File: src/rtl/rf_pkg.sv
// Shared register-file definitions.
//
// Holds the register-file geometry, the address/data types and the state
// encoding of the scan reader. Every rf_* module imports this package so
// that width changes happen in one place.
package rf_pkg;

  localparam int RF_AW = 3;  // 8 registers
  localparam int RF_DW = 4;  // 4-bit register contents

  typedef logic [RF_AW-1:0] rf_addr_t;
  typedef logic [RF_DW-1:0] rf_data_t;

  typedef enum logic [2:0] {
    IDLE,
    ISSUE,
    CAPTURE,
    PRESENT,
    DONE
  } scan_state_t;

endpackage

File: src/rtl/rf_scan_reader.sv
// rf_scan_reader
//
// Walks an inclusive register address range through read port 1 of the
// register file. Each (address, data) pair is handed to a downstream consumer
// over a valid/ready handshake. Ranges with last < first wrap through
// address 0.
//
// Ports:
//   clk         system clock, all state changes on the rising edge
//   rst         synchronous active-high reset
//   start       one-cycle pulse, begins a scan when idle (ignored when busy)
//   first_addr  first address of the scan, sampled on an accepted start
//   last_addr   last address of the scan (inclusive), sampled on start
//   RF_ad1      read address to register file port 1
//   RF_d1       registered read data from register file port 1
//   rf_inhibit  register file will not update RF_d1 this cycle
//   out_valid   out_addr/out_data hold a scanned pair
//   out_ready   consumer accepts the pair when out_valid is also high
//   out_addr    address of the presented pair
//   out_data    data of the presented pair
//   busy        high in every state except IDLE
//   done        one-cycle pulse after the last pair has been accepted
module rf_scan_reader
  import rf_pkg::*;
#(
  parameter int AW = RF_AW,
  parameter int DW = RF_DW
) (
  input  logic          clk,
  input  logic          rst,
  input  logic          start,
  input  logic [AW-1:0] first_addr,
  input  logic [AW-1:0] last_addr,
  output logic [AW-1:0] RF_ad1,
  input  logic [DW-1:0] RF_d1,
  input  logic          rf_inhibit,
  output logic          out_valid,
  input  logic          out_ready,
  output logic [AW-1:0] out_addr,
  output logic [DW-1:0] out_data,
  output logic          busy,
  output logic          done
);

  scan_state_t   state_reg, state_next;
  logic [AW-1:0] cur_addr_reg, cur_addr_next;
  logic [AW-1:0] end_addr_reg, end_addr_next;
  logic [AW-1:0] ad1_reg, ad1_next;
  logic [AW-1:0] out_addr_reg, out_addr_next;
  logic [DW-1:0] out_data_reg, out_data_next;
  logic          out_valid_reg, out_valid_next;

  // Natural AW-bit overflow gives the 2^AW-1 -> 0 wrap for free.
  logic [AW-1:0] addr_inc;
  assign addr_inc = cur_addr_reg + AW'(1);

  always_ff @(posedge clk) begin
    if (rst) begin
      state_reg     <= IDLE;
      cur_addr_reg  <= '0;
      end_addr_reg  <= '0;
      ad1_reg       <= '0;
      out_addr_reg  <= '0;
      out_data_reg  <= '0;
      out_valid_reg <= 1'b0;
    end else begin
      state_reg     <= state_next;
      cur_addr_reg  <= cur_addr_next;
      end_addr_reg  <= end_addr_next;
      ad1_reg       <= ad1_next;
      out_addr_reg  <= out_addr_next;
      out_data_reg  <= out_data_next;
      out_valid_reg <= out_valid_next;
    end
  end

  always_comb begin
    state_next     = state_reg;
    cur_addr_next  = cur_addr_reg;
    end_addr_next  = end_addr_reg;
    ad1_next       = ad1_reg;
    out_addr_next  = out_addr_reg;
    out_data_next  = out_data_reg;
    out_valid_next = out_valid_reg;

    case (state_reg)
      IDLE: begin
        if (start) begin
          cur_addr_next = first_addr;
          end_addr_next = last_addr;
          // Read address is loaded together with cur_addr so it is already
          // valid for the whole ISSUE cycle.
          ad1_next      = first_addr;
          state_next    = ISSUE;
        end
      end

      ISSUE: begin
        // The file loads RF_d1 on the same edge that inhibit is low, so
        // leaving ISSUE here means the read has been performed.
        if (!rf_inhibit) begin
          state_next = CAPTURE;
        end
      end

      CAPTURE: begin
        // Snapshot now: later writes to this register must not leak into
        // the presented pair.
        out_data_next  = RF_d1;
        out_addr_next  = cur_addr_reg;
        out_valid_next = 1'b1;
        state_next     = PRESENT;
      end

      PRESENT: begin
        if (out_ready) begin
          out_valid_next = 1'b0;
          if (cur_addr_reg == end_addr_reg) begin
            state_next = DONE;
          end else begin
            cur_addr_next = addr_inc;
            ad1_next      = addr_inc;
            state_next    = ISSUE;
          end
        end
      end

      DONE: begin
        state_next = IDLE;
      end

      default: begin
        state_next = IDLE;
      end
    endcase
  end

  assign RF_ad1    = ad1_reg;
  assign out_addr  = out_addr_reg;
  assign out_data  = out_data_reg;
  assign out_valid = out_valid_reg;
  assign busy      = (state_reg != IDLE);
  // out_valid is cleared on the edge entering DONE, so the two never overlap.
  assign done      = (state_reg == DONE);

endmodule

File: config.mk
export PLATFORM = sky130hd
export DESIGN_NAME = rf_scan_reader
export DESIGN_NICKNAME = d
export VERILOG_FILES = /design/src/rtl/rf_pkg.sv /design/src/rtl/rf_scan_reader.sv
export SDC_FILE = /design/constraint.sdc
export NUM_CORES = 1
export LEC_CHECK = 0
export CAP_MARGIN = 10
export CORE_UTILIZATION = 43
export CTS_CLUSTER_SIZE = 30
export DETAILED_ROUTE_END_ITERATION = 10
export PLACE_DENSITY = 0.75
export SETUP_SLACK_MARGIN = 0.05
export SYNTH_ARGS = -nofsm -noshare
export SYNTH_HDL_FRONTEND = slang
export SYNTH_SLANG_ARGS = --single-unit
File: constraint.sdc
create_clock -name clk -period 2.2 [get_ports clk]
set_clock_uncertainty 0.2 [all_clocks]
set_input_delay 0.55 -clock clk [delete_from_list [all_inputs] [get_ports clk]]
set_output_delay 0.55 -clock clk [all_outputs]
set_load 0.005 [all_outputs]
==> run_summary.xml <==
<?xml version="1.0" encoding="UTF-8"?>
<metrics>
  <group name="status">
    <metric name="run_status" unit="">complete, no violations</metric>
  </group>
  <group name="worst_setup_path">
    <metric name="critical_path_required" unit="ns">2.21</metric>
    <metric name="crit-reg2reg-capture" unit="">RF_ad1[1]</metric>
    <metric name="worst-r2r-cell-count" unit="">5</metric>
    <metric name="arrival" unit="ns">2.12</metric>
    <metric name="r2r_setup_slack" unit="ns">0.27</metric>
    <metric name="critical_path_peak_fanout" unit="">6</metric>
    <metric name="classification_of_the_worst_setup_path" unit="">in -&gt; reg</metric>
    <metric name="crit_path_end_kind" unit="">flop</metric>
    <metric name="cp-start-kind" unit="">input pin</metric>
    <metric name="reg_to_reg_start" unit="">state_reg[2]</metric>
  </group>
  <group name="global_routing">
    <metric name="grt_pass1_wl" unit="um">3090</metric>
    <metric name="antenna_found_initial" unit="">0</metric>
    <metric name="globalRoute.totalOverflow" unit="">0</metric>
    <metric name="global_route.usage.met1" unit="">0.257</metric>
    <metric name="grt_pass1_vias" unit="">741</metric>
    <metric name="grt.met3_usage" unit="">0.0357</metric>
    <metric name="grt_start_max_net_pins" unit="">12</metric>
    <metric name="gr-usage-all-layers" unit="">0.205</metric>
    <metric name="gr-max-usage-layer" unit="">met2</metric>
    <metric name="use_met2" unit="">0.331</metric>
  </group>
  <group name="sta">
    <metric name="slew_headroom" unit="">0.695</metric>
    <metric name="setup_ws" unit="ns">0.0899</metric>
    <metric name="fmax" unit="MHz">474</metric>
    <metric name="finalHoldWorstSlack" unit="ns">0.306</metric>
    <metric name="final_period_minus_worst_setup_slack" unit="ns">2.11</metric>
    <metric name="grt_setup_unrepaired" unit="">false</metric>
    <metric name="timing.final.crit_share" unit="">0.959</metric>
    <metric name="final_hold_viol_count" unit="">0</metric>
    <metric name="setup_tns" unit="ns">0</metric>
    <metric name="slew_violations" unit="">0</metric>
    <metric name="setup_viol_count_final" unit="">0</metric>
    <metric name="worst_pin_slew" unit="ns">0.458</metric>
  </group>
  <group name="clock_network">
    <metric name="htreeDepth" unit="">1</metric>
    <metric name="cts_buffers" unit="">3</metric>
    <metric name="cts_max_path_buffers" unit="">2</metric>
    <metric name="tritoncts_clock_tree" unit="">built</metric>
    <metric name="clk_transition_reported_paths" unit="ns">0.11</metric>
    <metric name="clock-sinks" unit="">17</metric>
    <metric name="cts.root.buffer_cell" unit="">clkbuf_4</metric>
    <metric name="clk-insertion-delay-late" unit="ns">0.29</metric>
  </group>
  <group name="logic_synthesis">
    <metric name="post_synthesis_net_count" unit="">103</metric>
    <metric name="synth_area" unit="um2">816</metric>
    <metric name="count_of_cell_types_in_the_netlist" unit="">30</metric>
    <metric name="synth_top_area_cell" unit="">dfxtp_1</metric>
    <metric name="synth.yosys.seq_area_share" unit="">0.417</metric>
    <metric name="ys_top_cells_by_area" unit="">dfxtp_1 (42%), mux2i_1 (13%), nor2_1 (5.5%)</metric>
    <metric name="synth_top_flop_cell" unit="">dfxtp_1</metric>
    <metric name="synth_top_area_share" unit="">0.417</metric>
    <metric name="ys.warnings.count" unit="">0</metric>
    <metric name="synthArstFlopShare" unit="">0</metric>
    <metric name="syn_area_cell" unit="um2">9.38</metric>
    <metric name="ys_ff_latch" unit="">17</metric>
    <metric name="syn_inst" unit="">87</metric>
    <metric name="synth_most_common_cell" unit="">dfxtp_1</metric>
    <metric name="synth_edf_count" unit="">0</metric>
    <metric name="synth.top_cells.by_count" unit="">dfxtp_1 (17), nor2_1 (12), mux2i_1 (11)</metric>
  </group>
  <group name="floorplan">
    <metric name="pin_count" unit="">28</metric>
    <metric name="design.core.area" unit="um2">1750</metric>
    <metric name="die-area" unit="um2">2080</metric>
    <metric name="floorplan.initialDensity" unit="">0.467</metric>
    <metric name="die_y" unit="um">45.6</metric>
    <metric name="die_width" unit="um">45.6</metric>
    <metric name="row_count" unit="">15</metric>
  </group>
  <group name="min_path">
    <metric name="min_delay_worst_endpoint" unit="">out_data[1]</metric>
    <metric name="timing.hold.worst_path_depth" unit="">2</metric>
    <metric name="holdCritStartpoint" unit="">out_data[1]</metric>
    <metric name="min_path_type" unit="">reg -&gt; reg</metric>
  </group>
  <group name="pwr">
    <metric name="worst_ir_drop_vdd" unit="V">0.000542</metric>
    <metric name="power-per-cell-area" unit="nW/um2">693</metric>
    <metric name="pleak" unit="uW">0.000452</metric>
  </group>
  <group name="finish">
    <metric name="largest_reg_flops" unit="">4</metric>
    <metric name="register_area" unit="um2">345</metric>
    <metric name="num_antenna_cells" unit="">0</metric>
    <metric name="final_cell_count_no_fill" unit="">144</metric>
    <metric name="area_taken_by_multi_input_logic_gates" unit="um2">433</metric>
    <metric name="area_growth_syn_to_layout" unit="%">43.3</metric>
    <metric name="post_layout_inst_area" unit="um2">1170</metric>
    <metric name="fraction_of_final_layout_cells_with_drive_strength_greater_than_1" unit="">0.134</metric>
    <metric name="num-nets-final" unit="">136</metric>
    <metric name="fillerInstances" unit="">145</metric>
  </group>
  <group name="detailed_routing">
    <metric name="route.vias.total" unit="">742</metric>
    <metric name="average_wire_length_per_cell_after_detail_routing" unit="um">12.7</metric>
    <metric name="drt-initial-drc-count" unit="">35</metric>
    <metric name="wirelength" unit="um">1820</metric>
    <metric name="drc" unit="">0</metric>
    <metric name="drt_pass_1_iters" unit="">4</metric>
    <metric name="final_ant_viol_nets" unit="">0</metric>
    <metric name="post_drt_via_cell_ratio" unit="">5.15</metric>
  </group>
  <group name="placed_design">
    <metric name="dp.cells" unit="">138</metric>
    <metric name="hpwl_after_detailed_placement" unit="um">1350</metric>
    <metric name="placement.cell_area" unit="um2">1120</metric>
    <metric name="placement.setup.worst_slack" unit="ns">-0.179</metric>
    <metric name="gp_routability_congestion" unit="">0.873</metric>
    <metric name="port_buffers" unit="">27</metric>
  </group>
  <group name="run">
    <metric name="maximum_capacitance_violations" unit="">0</metric>
  </group>
</metrics>
-- layout make-up --
class	count	area share
clock buffers	3	0.0193
inverters	4	0.0128
well taps	25	0.0268
repair buffers	33	0.269
clock inverters	1	0.00642
flip-flops and latches	17	0.296
multi-input cells	61	0.370
-- critical path: stages --
cell	delay (ns)
clkdlybuf4s50_1	0.48
or4b_4	0.52
mux2i_4	0.20
a21oi_1	0.11
a311oi_1	0.26
-- report_power, final --
group | switching [uW] | total (uW) | internal (uW)
registers | 35.1 | 374 | 339
logic | 117 | 262 | 146
clock network | 105 | 174 | 69.0
-- per-layer routing --
layer / up-vias / wire [um]
met4: 0 / 23
met1: 342 / 879
met3: 6 / 84
li1: 376 / -
met2: 18 / 835
met5: - / 0
-- metrics by stage --
stage,utilization,total power [uW]
after global routing,0.670,856
after global placement,0.642,635
final,0.670,810
after floorplan,-,535
after CTS,0.659,815
after detailed placement,0.642,642
-- what timing repair did --
item | CTS | global route
pin swaps | 0 | 0
hold buffers | 0 | 0
setup buffers | 0 | 2
gates resized for setup | 4 | 2
setup endpoints to repair | 2 | 1
-- how the worst max path moves through the flow --
stage,startpoint,slack (ns),endpoint
finish,start,0.09,RF_ad1[1]
global route,start,0.07,RF_ad1[1]
CTS,state_reg[2],0.03,busy
detailed placement,start,-0.18,RF_ad1[1]
global placement,start,-0.1,RF_ad1[1]
floorplan,start,0.34,RF_ad1[1]
-- cells by family (layout without fill, tap and decap cells) --
logic type	Yosys count	count (layout)	synth area share
and+or+nand+nor	31	31	0.193
DFF	17	17	0.417
AOI/OAI and AO/OA	14	14	0.127
muxes	12	12	0.163
buffers and inverters	9	41	0.0521
xor gates and xnor gates	3	3	0.0322
adders and majority gates	1	1	0.0153
-- cell usage in the layout, fill, tap and decap left out, types with 3 or more instances in the layout --
master and count:
nand3_1 4, buf_4 6, clkbuf_4 3, nand2_1 4, clkdlybuf4s50_1 25, inv_1 4
xnor2_1 3, a21oi_1 4, dfxtp_1 15, nor2_1 12, mux2i_1 11
No activity file was read; power rests on OpenSTA's default activity.
